===== config.mk =====
export PLATFORM = sky130hd
export DESIGN_NAME = ac97_rx_deframer
export DESIGN_NICKNAME = d
export VERILOG_FILES = /design/src/rtl/ac97_rx_deframer.sv
export SDC_FILE = /design/constraint.sdc
export NUM_CORES = 1
export LEC_CHECK = 0
export BUFFER_PORTS_ARGS = -buffer_cell sky130_fd_sc_hd__buf_4
export CORE_AREA = 8 8 109 111
export CTS_BUF_LIST = sky130_fd_sc_hd__clkbuf_8
export DETAILED_ROUTE_END_ITERATION = 7
export DIE_AREA = 0 0 117 119
export PLACE_DENSITY_LB_ADDON = 0.15
export SLEW_MARGIN = 10
export SYNTH_ARGS = -nofsm -noshare
export SYNTH_HDL_FRONTEND = slang
export SYNTH_SLANG_ARGS = --single-unit

===== constraint.sdc =====
create_clock -name clk -period 2.5 [get_ports clk]
set_input_delay 0.625 -clock clk [delete_from_list [all_inputs] [get_ports clk]]
set_output_delay 0.625 -clock clk [all_outputs]
set_load 0.01 [all_outputs]

===== src/rtl/ac97_rx_deframer.sv =====
// AC97 receive deframer: locks to the controller's sync edges and decodes tag, status and PCM capture slots.
// Optional frame/error statistics outputs are built when AC97_RX_STATS_EN is defined.
//
// state    | meaning
// ---------+------------------------------------------------------------
// ST_HUNT  | not locked; data ignored until a sync rising edge
// ST_FRAME | locked; bitcnt holds the index of the last sampled frame bit
module ac97_rx_deframer #(
   parameter int PCM_WIDTH = 16
) (
   input  logic                 clk,
   input  logic                 reset_b,
   input  logic                 ac97_sync,
   input  logic                 ac97_sdata_in,
   output logic                 codec_ready,
   output logic [4:0]           slot_valid,
   output logic [6:0]           status_addr,
   output logic [9:0]           status_slotreq,
   output logic [15:0]          status_data,
   output logic                 status_valid,
   output logic [PCM_WIDTH-1:0] pcm_left,
   output logic [PCM_WIDTH-1:0] pcm_right,
   output logic [1:0]           pcm_valid,
   output logic                 locked,
   output logic                 frame_error
`ifdef AC97_RX_STATS_EN
   ,
   output logic [15:0]          frame_count,
   output logic [7:0]           error_count
`endif
);

   typedef enum logic {ST_HUNT, ST_FRAME} state_t;

   state_t      state;
   logic        sync_prev;
   logic [7:0]  bitcnt;
   logic [18:0] shift_reg;
   logic [16:0] slot1_hold;

   logic        sync_edge;
   logic [7:0]  next_cnt;
   logic [19:0] word;
   logic        err_now;
   logic        frame_done;

   // word is the 20-bit slot view including the bit sampled this cycle
   always_comb begin
      sync_edge  = ac97_sync & ~sync_prev;
      next_cnt   = bitcnt + 8'd1;
      word       = {shift_reg, ac97_sdata_in};
      err_now    = 1'b0;
      frame_done = 1'b0;
      if (state == ST_FRAME) begin
         if (sync_edge) begin
            err_now = (bitcnt != 8'hFF);
         end else begin
            err_now    = (bitcnt == 8'hFF);
            frame_done = (next_cnt == 8'hFF);
         end
      end
   end

   always_ff @(posedge clk or negedge reset_b) begin
      if (!reset_b) begin
         state          <= ST_HUNT;
         sync_prev      <= 1'b0;
         bitcnt         <= 8'd0;
         shift_reg      <= '0;
         slot1_hold     <= '0;
         codec_ready    <= 1'b0;
         slot_valid     <= '0;
         status_addr    <= '0;
         status_slotreq <= '0;
         status_data    <= '0;
         status_valid   <= 1'b0;
         pcm_left       <= '0;
         pcm_right      <= '0;
         pcm_valid      <= '0;
         locked         <= 1'b0;
         frame_error    <= 1'b0;
      end else begin
         sync_prev    <= ac97_sync;
         status_valid <= 1'b0;
         pcm_valid    <= 2'b00;
         frame_error  <= err_now;
         case (state)
            ST_HUNT: begin
               if (sync_edge) begin
                  state     <= ST_FRAME;
                  locked    <= 1'b1;
                  bitcnt    <= 8'd0;
                  shift_reg <= word[18:0];
               end
            end
            ST_FRAME: begin
               if (sync_edge) begin
                  // expected or early edge: either way this bit is frame bit 0
                  bitcnt    <= 8'd0;
                  shift_reg <= word[18:0];
               end else if (bitcnt == 8'hFF) begin
                  state  <= ST_HUNT;
                  locked <= 1'b0;
               end else begin
                  bitcnt    <= next_cnt;
                  shift_reg <= word[18:0];
                  case (next_cnt)
                     8'd15: begin
                        codec_ready <= word[15];
                        slot_valid  <= word[15:11];
                     end
                     8'd35: slot1_hold <= word[18:2];
                     8'd55: begin
                        if (slot_valid[4] && slot_valid[3] && slot_valid[2]) begin
                           status_addr    <= slot1_hold[16:10];
                           status_slotreq <= slot1_hold[9:0];
                           status_data    <= word[19:4];
                           status_valid   <= 1'b1;
                        end
                     end
                     8'd75: begin
                        if (slot_valid[4] && slot_valid[1]) begin
                           pcm_left     <= word[19 -: PCM_WIDTH];
                           pcm_valid[1] <= 1'b1;
                        end
                     end
                     8'd95: begin
                        if (slot_valid[4] && slot_valid[0]) begin
                           pcm_right    <= word[19 -: PCM_WIDTH];
                           pcm_valid[0] <= 1'b1;
                        end
                     end
                     default: ;
                  endcase
               end
            end
            default: state <= ST_HUNT;
         endcase
      end
   end

`ifdef AC97_RX_STATS_EN
   always_ff @(posedge clk or negedge reset_b) begin
      if (!reset_b) begin
         frame_count <= '0;
         error_count <= '0;
      end else begin
         if (frame_done)
            frame_count <= frame_count + 16'd1;
         if (err_now && error_count != 8'hFF)
            error_count <= error_count + 8'd1;
      end
   end
`else
   logic unused_stats;
   assign unused_stats = frame_done;
`endif

endmodule


### Word-level counts from Yosys, hierarchy flattened

Index checks and enable logic that the tools add are counted.

| operators by class | value |
|---|---|
| add/sub/neg operators | 1 |
| $mul | 0 |
| divide/modulo/power cells | 0 |
| order comparisons | 0 |
| equality and inequality tests | 11 |
| shift-type cells | 0 |
| mux-type cells | 30 |
| bitwise operators | 5 |
| reductions and logical operators | 11 |

Operators with widths:

| operator | number |
|---|---|
| 19-bit two-way mux | 3 |
| 19-bit case mux with 2 select lines | 1 |
| 8-bit two-way mux | 3 |
| 1-bit two-way mux | 17 |
| 8-bit by 6-bit equality test with 1-bit output, second input constant | 2 |
| 8-bit by 7-bit equality test with 1-bit output, second input constant | 2 |
| 8-bit case mux with 2 select lines | 1 |
| 5-bit AND reduction | 3 |
| 8-bit by 1-bit adder with 8-bit output, second input constant | 1 |
| 8-bit by 4-bit equality test with 1-bit output, second input constant | 1 |
| 8-bit equality test, second input constant | 1 |
| 8-bit != test, second input constant | 1 |
| 4-bit AND reduction | 2 |
| 2-bit two-way mux | 3 |
| 1-bit logical AND | 4 |
| 2-bit != test, second input constant | 2 |
| 1-bit inverter | 4 |
| 1-bit case mux with 2 select lines | 2 |
| 3-bit != test, second input constant | 1 |
| 3-bit AND reduction | 1 |
| 2-bit by 1-bit != test with 1-bit output, second input constant | 1 |
| 2-bit AND reduction | 1 |
| 1-bit AND | 1 |

| word-level totals | value |
|---|---|
| bits in registers | 122 |
| bits in latches | 0 |
| memory bits (writable) | 0 |
| ROM bits | 0 |
| input bits | 4 |
| output and inout port bits | 76 |
| word-level logic and storage cells | 74 |
| memories | 0 |

### Logic depth before layout (Yosys ltp)

Gate-level depths: netlist of run 1.

| logic depth | value |
|---|---|
| word-level depth | 7 |
| depth in mapped cells | 10 |
| depth with buffers taken out | 8 |

### Worst setup path before layout of run 1

Ideal clock, no wire load.

| path | value |
|---|---|
| path type | register -> register |
| from | reg bitcnt[1] |
| to | reg pcm_left[10] |
| library setup time | 0.125 ns |
| arrival | 2.432 ns |
| data required time | 2.375 ns |
| slack | -0.057 ns |
| cell stages (with the launch flop) | 10 |
| path buffers | 1 |
| period minus slack after synthesis | 2.557 ns |
| cells stage by stage | dfrtp_1 ha_1 nand3_1 nor2_1 nand3_1 ha_1 nand4b_4 nand3b_1 buf_2 mux2_2 |

| between the ends | value |
|---|---|
| cells in the longest elaborated chain, start to end | 3 |
| elaborated cells between the ends (all ways) | 5 |
| those cells by class | 1 x add/sub; 2 x eq/ne; 1 x bitwise; 1 x reduce/logical |

Ends and longest elaborated chain:

| element | line | RTL |
|---|---|---|
| from (decl) | 37 | `logic [7:0] bitcnt;` |
| from (signal assigned) | 105 | `bitcnt <= next_cnt;` |
| 8-bit by 1-bit adder with 8-bit output / 8-bit equality test (equally long branches) | 50, 101 |  |
| 8-bit by 7-bit equality test with 1-bit output / 1-bit inverter (equally long branches) | - |  |
| 5-bit AND reduction (no source line) * | - |  |
| to (signal assigned) | 123 | `pcm_left <= word[19 -: PCM_WIDTH];` |
| to (decl) | 21 | `output logic [PCM_WIDTH-1:0] pcm_left,` |

Every way passes the cells marked *; elsewhere a longest branch is shown, timed or not.
A chain may end at the register's enable or synchronous reset.

### Worst setup path after layout of run 1

| path | value |
|---|---|
| from | reg bitcnt[0] |
| to | reg slot1_hold[5] |

| between the ends | value |
|---|---|
| cells in the longest elaborated chain, start to end | 3 |
| elaborated cells between the ends (all ways) | 5 |
| those cells by class | 1 x add/sub; 2 x eq/ne; 1 x bitwise; 1 x reduce/logical |

Ends and longest elaborated chain:

| element | line | RTL |
|---|---|---|
| 8-bit by 1-bit adder with 8-bit output / 8-bit equality test (equally long branches) | 50, 101 |  |
| 8-bit by 6-bit equality test with 1-bit output / 1-bit inverter (equally long branches) | - |  |
| 4-bit AND reduction (no source line) * | - |  |
| to (signal assigned) | 112 | `8'd35: slot1_hold <= word[18:2];` |
| to (decl) | 39 | `logic [16:0] slot1_hold;` |

Marked as above.

==> reports/metrics.yaml, run 1 <==
outcome:
  run_status: "complete, no violations"
synth:
  netlist_area_sq_mm: 0.00500
  syn-num-nets: 342
  synth_area_leaders: "dfrtp_1, mux2_2, mux2_4, buf_6, ha_1"
  syn_inst: 334
  synth_top_cell_area_share_pct: 60.6
  synth_seq_cells: 121
  yosysTopAreaCell: "dfrtp_1"
  yosysWarnings: 0
  avgSynthCellArea_sq_um: 15.0
  ys_types: 40
  yosysSeqAreaShare_pct: 60.6
floorplanning:
  coreArea_sq_mm: 0.0101
  start_util_pct: 49.5
  die_w_um: 117
  num_io_pins: 80
  die_h_um: 119
  row_count: 37
  die_area_sq_mm: 0.0139
sta:
  slew_viol_final: 0
  slew_headroom_pct: 62.7
  setup-violations-final: 0
  worst_pin_slew_ns: 0.559
  finalSetupTns_ns: 0
  hold_viol: 0
  clock.fmax_mhz: 424
  fin_skew_ns: 0.0100
  period_minus_slack_ns: 2.36
  grt_setup_unrepaired: "no"
  finalCritPeriodShare_pct: 94.4
route:
  totalWireLength_mm: 10.3
  top_layer: "met4"
  drtPass1Iterations: 4
  wire_per_inst_um: 17.6
  dr_wl_met3_um: 661
  wl_met1_mm: 4.60
  drt_iter0_markers: 110
  drc: 0
  routed-via-count: 3031
  ant_nets: 0
  routed_via_density: 5.18
  wl_met2_mm: 4.84
clocking:
  numCtsBuffers: 17
  cts_tree: "done"
  post-cts-setup-buffers: 0
  clk_pin_slew_worst_paths_ns: 0.07
  clkSinkCount: 121
  clockBufferDepth: 2
  htree_levels: 4
  clock_latency_ns: 0.43
  cts_root_buffer: "clkbuf_8"
cells_and_area:
  layout-drive-gt1-share_pct: 55.2
  largest_reg_flops: 19
  layout_commonest_cell: "dfrtp_1"
  n_antenna_cell: 0
  n_fill_cell: 824
  area_delta_synth_final_pct: 25.5
  finalNetCount: 444
  fin_util_pct: 62.1
  final_cell_mix: "dfrtp_1, mux2_2, buf_4"
  fin_area_sq_mm: 0.00627
critical_path:
  path_max_fanout: 6
  r2r-start: "bitcnt[0]"
  reg2reg_to: "slot1_hold[5]"
  r2r_cells: 10
  worstSetupStartpointType: "register"
  required_ns: 2.81
  critical_path_class: "reg2reg"
  ff2ff_setup_slack_ns: 0.14
  arrival_ns: 2.67
  max_stage_delay_ns: 0.41
  end_kind: "register"
  crit_chain: "ha_4, nand3_2, nor2_2, nand3_2, ha_2, nand4b_4, buf_4, nor4b_4, buf_4, mux2_2"
  cpMaxStageDelayCell: "dfrtp_1"
run:
  timing.max_cap.violations: 0
global_route:
  grt_pass1_vias: 3264
  grt.total_usage_pct: 15.9
  grt_pass1_wl_mm: 17.1
  grt_max_degree: 46
  antenna_found_initial: 0
  grt_overflow: 0
power:
  power_leakage_nw: 3.24
  cellPowerDensity_mw_per_mm2: 681
  ir_worst_vdd_uv: 386
place:
  port_buffers: 79
  place_area_sq_mm: 0.00584
  gp_congestion: 0.847
  dp.final_hpwl_mm: 7.12
min_path:
  hp-class: "in2async"
worst max-delay path by stage:
stage                     startpoint             end  slack [ns]  cells after the start
after floorplan            bitcnt[0]  slot1_hold[10]       0.007                      9
after global placement     ac97_sync   slot_valid[3]        0.04                      7
after detailed placement   ac97_sync   slot_valid[1]       0.002                      7
after CTS                  bitcnt[0]   slot_valid[1]        0.01                      8
after global routing       bitcnt[2]  slot1_hold[12]        0.02                      7
final                      bitcnt[0]   slot1_hold[5]        0.14                     10
synth_stat cells:
library cell,instances
nor4_4,1
or4_1,1
nor4b_4,1
dfrtp_1,121
nand2_1,10
o31ai_1,1
xor2_1,4
buf_2,4
nand4_4,1
nor2b_1,3
o21ai_2,1
nand2b_1,1
nand3_4,1
inv_1,5
clkbuf_1,2
buf_4,5
nor2_1,13
ha_1,4
a21oi_1,6
nor3_1,7
or4b_2,1
buf_6,6
and3b_1,1
nand4b_4,1
xnor2_1,5
mux2_4,5
mux2_2,99
nand3_1,4
mux2i_1,1
nand3b_1,2
mux2_1,2
or3_1,2
nor4bb_1,1
and3b_2,1
nor4_1,1
and4b_1,1
a31oi_1,2
o21ai_0,4
and2_1,2
nand4bb_1,1
metrics by stage:
step | setup WS [ns] | hold slack (ns) | std cells | power [mW]
detailed placement | 0.00151 | 0.471 | 552 | 2.60
CTS | 0.0109 | 0.170 | 584 | 4.31
global route | 0.0210 | 0.195 | 585 | 4.46
finish | 0.140 | 0.176 | 585 | 4.27
floorplan | 0.00700 | 0.329 | 334 | 2.43
global placement | 0.0357 | 0.466 | 552 | 2.59
power breakdown:
part           internal (mW)  total, mW  switching (mW)
logic                  0.215      0.436           0.221
clock network          0.971       1.70           0.725
registers               2.04       2.14           0.102
cell type report:
| class | count | area, sq um | share of cell area, % |
|---|---|---|---|
| multi-input cells | 191 | 1850 | 29.6 |
| clock inverters | 11 | 104 | 1.66 |
| repair buffers | 100 | 808 | 12.9 |
| clock buffers | 21 | 289 | 4.61 |
| flip-flops and latches | 121 | 3030 | 48.3 |
| well taps | 136 | 170 | 2.71 |
| inverters | 5 | 18.8 | 0.299 |
logic make-up after synthesis:
kind of cell | share of synthesized area [%]
buffers and inverters | 3.03
XOR/XNOR | 1.58
adder cells (fa/ha/maj) | 1.00
AND/OR/NAND/NOR | 7.76
flip-flops | 60.6
multiplexers | 24.5
AO/OA/AOI/OAI | 1.58
per-layer routing:
layer  global-route usage [%]  up-vias
met1                     20.0     1561
met2                     23.3       66
li1                         -     1388
met4                     7.13        0
met5                        0        -
met3                     6.67       16
worst max-delay path: cells and delay by family, from the launching register on:
kind          cells  cell delay [ns]
fa+ha+maj         2             0.40
simple gates      5             0.71
flops             1             0.41
mux               1             0.33
buf+inv           2             0.39
repair_timing:
action	CTS	global route
hold buffers	0	0
endpoints found under the setup margin	0	23
gates resized for setup	0	9
(Power assumes the default switching activity.)
==> run 2, diff against run 1 <==
--- a/config.mk
+++ b/config.mk
@@ -6,10 +6,10 @@
 export NUM_CORES = 1
 export LEC_CHECK = 0
 export BUFFER_PORTS_ARGS = -buffer_cell sky130_fd_sc_hd__buf_4
-export CORE_AREA = 8 8 109 111
+export CORE_AREA = 8 8 121 123
 export CTS_BUF_LIST = sky130_fd_sc_hd__clkbuf_8
 export DETAILED_ROUTE_END_ITERATION = 7
-export DIE_AREA = 0 0 117 119
+export DIE_AREA = 0 0 129 131
 export PLACE_DENSITY_LB_ADDON = 0.15
 export SLEW_MARGIN = 10
 export SYNTH_ARGS = -nofsm -noshare
==> run 2 against run 1 <==
Clock skew hardly changed. Cell count up 6.0%. Routed wire length rose by 0.47%. Utilization fell by 14 points. Via count down 2.6%. Sequential share of layout area is 0.25 points higher. Sequential cell count did not move. Sequential power is essentially flat. Largest cell class unchanged. Largest power group unchanged.
==> reports/metrics.yaml, run 2 (synthesized netlist as in run 1, its figures left out) <==
floorplanning:
  die_area_sq_mm: 0.0169  # was 0.0139 sq mm
  die_w_um: 129  # was 117 um
  die_h_um: 131  # was 119 um
  coreArea_sq_mm: 0.0129  # was 0.0101 sq mm
  row_count: 42  # was 37
  start_util_pct: 38.8  # was 49.5%
  num_io_pins: 80  # unchanged
run:
  timing.max_cap.violations: 0  # unchanged
sta:
  slew_headroom_pct: 63.3  # was 62.7%
  hold_viol: 0  # unchanged
  hold_slack_ns: 0.202  # was 0.176 ns
  grt_setup_unrepaired: "no"  # unchanged
  finalCritPeriodShare_pct: 94.1  # was 94.4%
  finalSetupTns_ns: 0  # unchanged
  worst_pin_slew_ns: 0.551  # was 0.559 ns
  layout_setup_ws_ns: 0.148  # was 0.140 ns
  slew_viol_final: 0  # unchanged
  period_minus_slack_ns: 2.35  # was 2.36 ns
  fin_skew_ns: 0.00996  # was 0.0100 ns
  clock.fmax_mhz: 425  # was 424 MHz
  setup-violations-final: 0  # unchanged
place:
  place_area_sq_mm: 0.00587  # was 0.00584 sq mm
  gp_congestion: 0.844  # was 0.847
  pre_cts_slack_ns: 0.0524  # was 0.00151 ns
  dp.final_hpwl_mm: 7.01  # was 7.12 mm
  port_buffers: 79  # unchanged
  dp_cells: 590  # was 552
clocking:
  hold_buffers: 0  # unchanged
  numCtsBuffers: 17  # unchanged
  htree_levels: 4  # unchanged
  clk_pin_slew_worst_paths_ns: 0.06  # was 0.07 ns
  post-cts-setup-buffers: 0  # unchanged
  clock_latency_ns: 0.43  # about the same
  cts_root_buffer: "clkbuf_8"  # unchanged
  clockBufferDepth: 2  # unchanged
  cts-resized-gates: 0  # unchanged
  clkSinkCount: 121  # unchanged
  cts_tree: "done"  # unchanged
cells_and_area:
  layout-drive-gt1-share_pct: 54.1  # was 55.2%
  stdcell_count: 620  # was 585
  final_cell_mix: "dfrtp_1, mux2_2, buf_4"  # unchanged
  largest_reg_flops: 19  # unchanged
  n_antenna_cell: 0  # unchanged
  layout_commonest_cell: "dfrtp_1"  # unchanged
  finalNetCount: 441  # was 444
  area_delta_synth_final_pct: 24.9  # was 25.5%
  fin_area_sq_mm: 0.00624  # was 0.00627 sq mm
global_route:
  grt.total_usage_pct: 13.4  # was 15.9%
  grt_max_degree: 78  # was 46
  grt_overflow: 0  # unchanged
  grt_pass1_vias: 3209  # was 3264
  grt_pass1_wl_mm: 17.2  # was 17.1 mm
  antenna_found_initial: 0  # unchanged
critical_path:
  ff2ff_setup_slack_ns: 0.15  # was 0.14 ns
  r2r-start: "bitcnt[0]"  # unchanged
  required_ns: 2.81  # about the same
  path_delay_family: "simple AND/OR/NAND/NOR gates"  # unchanged
  worst-path-buf-inv: 2  # unchanged
  path_max_fanout: 17  # was 6
  worstSetupStartpointType: "register"  # unchanged
  arrival_ns: 2.66  # was 2.67 ns
  reg2reg_to: "slot1_hold[13]"  # was slot1_hold[5]
  max_stage_delay_ns: 0.38  # was 0.41 ns
  critical_path_class: "reg2reg"  # unchanged
  r2r_cells: 10  # unchanged
  end_kind: "register"  # unchanged
  cpMaxStageDelayCell: "dfrtp_1"  # unchanged
  crit_chain: "ha_1, nand3_1, nor2_2, nand3_1, ha_1, nand4b_4, buf_4, nor4b_4, buf_12, mux2_2"  # was ha_4, nand3_2, nor2_2, nand3_2, ha_2, nand4b_4, buf_4, nor4b_4, buf_4, mux2_2
route:
  routed-via-count: 2951  # was 3031
  totalWireLength_mm: 10.3  # about the same
  wire_per_inst_um: 16.7  # was 17.6 um
  drc: 0  # unchanged
  ant_nets: 0  # unchanged
  drt_iter0_markers: 206  # was 110
  drtPass1Iterations: 4  # unchanged
  routed_via_density: 4.76  # was 5.18
power:
  power_leakage_nw: 3.19  # was 3.24 nW
  ir_worst_vdd_uv: 280  # was 386 uV
  cellPowerDensity_mw_per_mm2: 666  # was 681 mW/mm^2
outcome:
  run_status: "complete, no violations"  # unchanged
min_path:
  hp-class: "in2async"  # unchanged
run 2: changes by cell type in the layout (fill, tap and decap cells not counted), moves of 2 or more:
cell	before	now
buf_6	2	0
clkinv_2	5	3
ha_1	2	4
nand3_1	2	4
nand3_2	2	0
run 2: power breakdown:
group	internal (mW)	leakage (nW)	total [mW]	switching (mW)
Combinational	0.211	1.37	0.428	0.216
Sequential	2.04	1.63	2.14	0.0987
Clock	0.868	0.192	1.59	0.723
Total	3.12	3.19	4.16	1.04
run 2: cell type report:
class | instances | area, sq um
fillers | 1128 | 6640
flip-flops and latches | 121 | 3030
multi-input cells | 191 | 1830
repair buffers | 97 | 778
clock buffers | 21 | 289
well taps | 176 | 220
clock inverters | 9 | 76.3
inverters | 5 | 18.8
run 2: metrics by stage:
stage / util (%) / total power [mW]
after floorplan: - / 2.43
after global placement: 45.6 / 2.60
after detailed placement: 45.6 / 2.61
after CTS: 48.4 / 4.23
after global routing: 48.5 / 4.36
final: 48.5 / 4.16
run 2: worst max-delay path by stage:
| stage | from | to | cells after the start |
|---|---|---|---|
| after floorplan | bitcnt[0] | slot1_hold[10] | 9 |
| after detailed placement | ac97_sync | slot_valid[1] | 7 |
| final | bitcnt[0] | slot1_hold[13] | 10 |
| after global routing | bitcnt[0] | status_data[2] | 8 |
| after global placement | ac97_sync | slot_valid[2] | 7 |
| after CTS | bitcnt[0] | codec_ready | 8 |
run 2: layer usage:
layer  track usage, %  routed length, um  vias to the layer above
met3             4.79                572                       11
met1             16.6               4590                     1501
met4             6.63                138                        0
met5                0                  0                        -
met2             20.4               5030                       59
li1                 -                  -                     1380
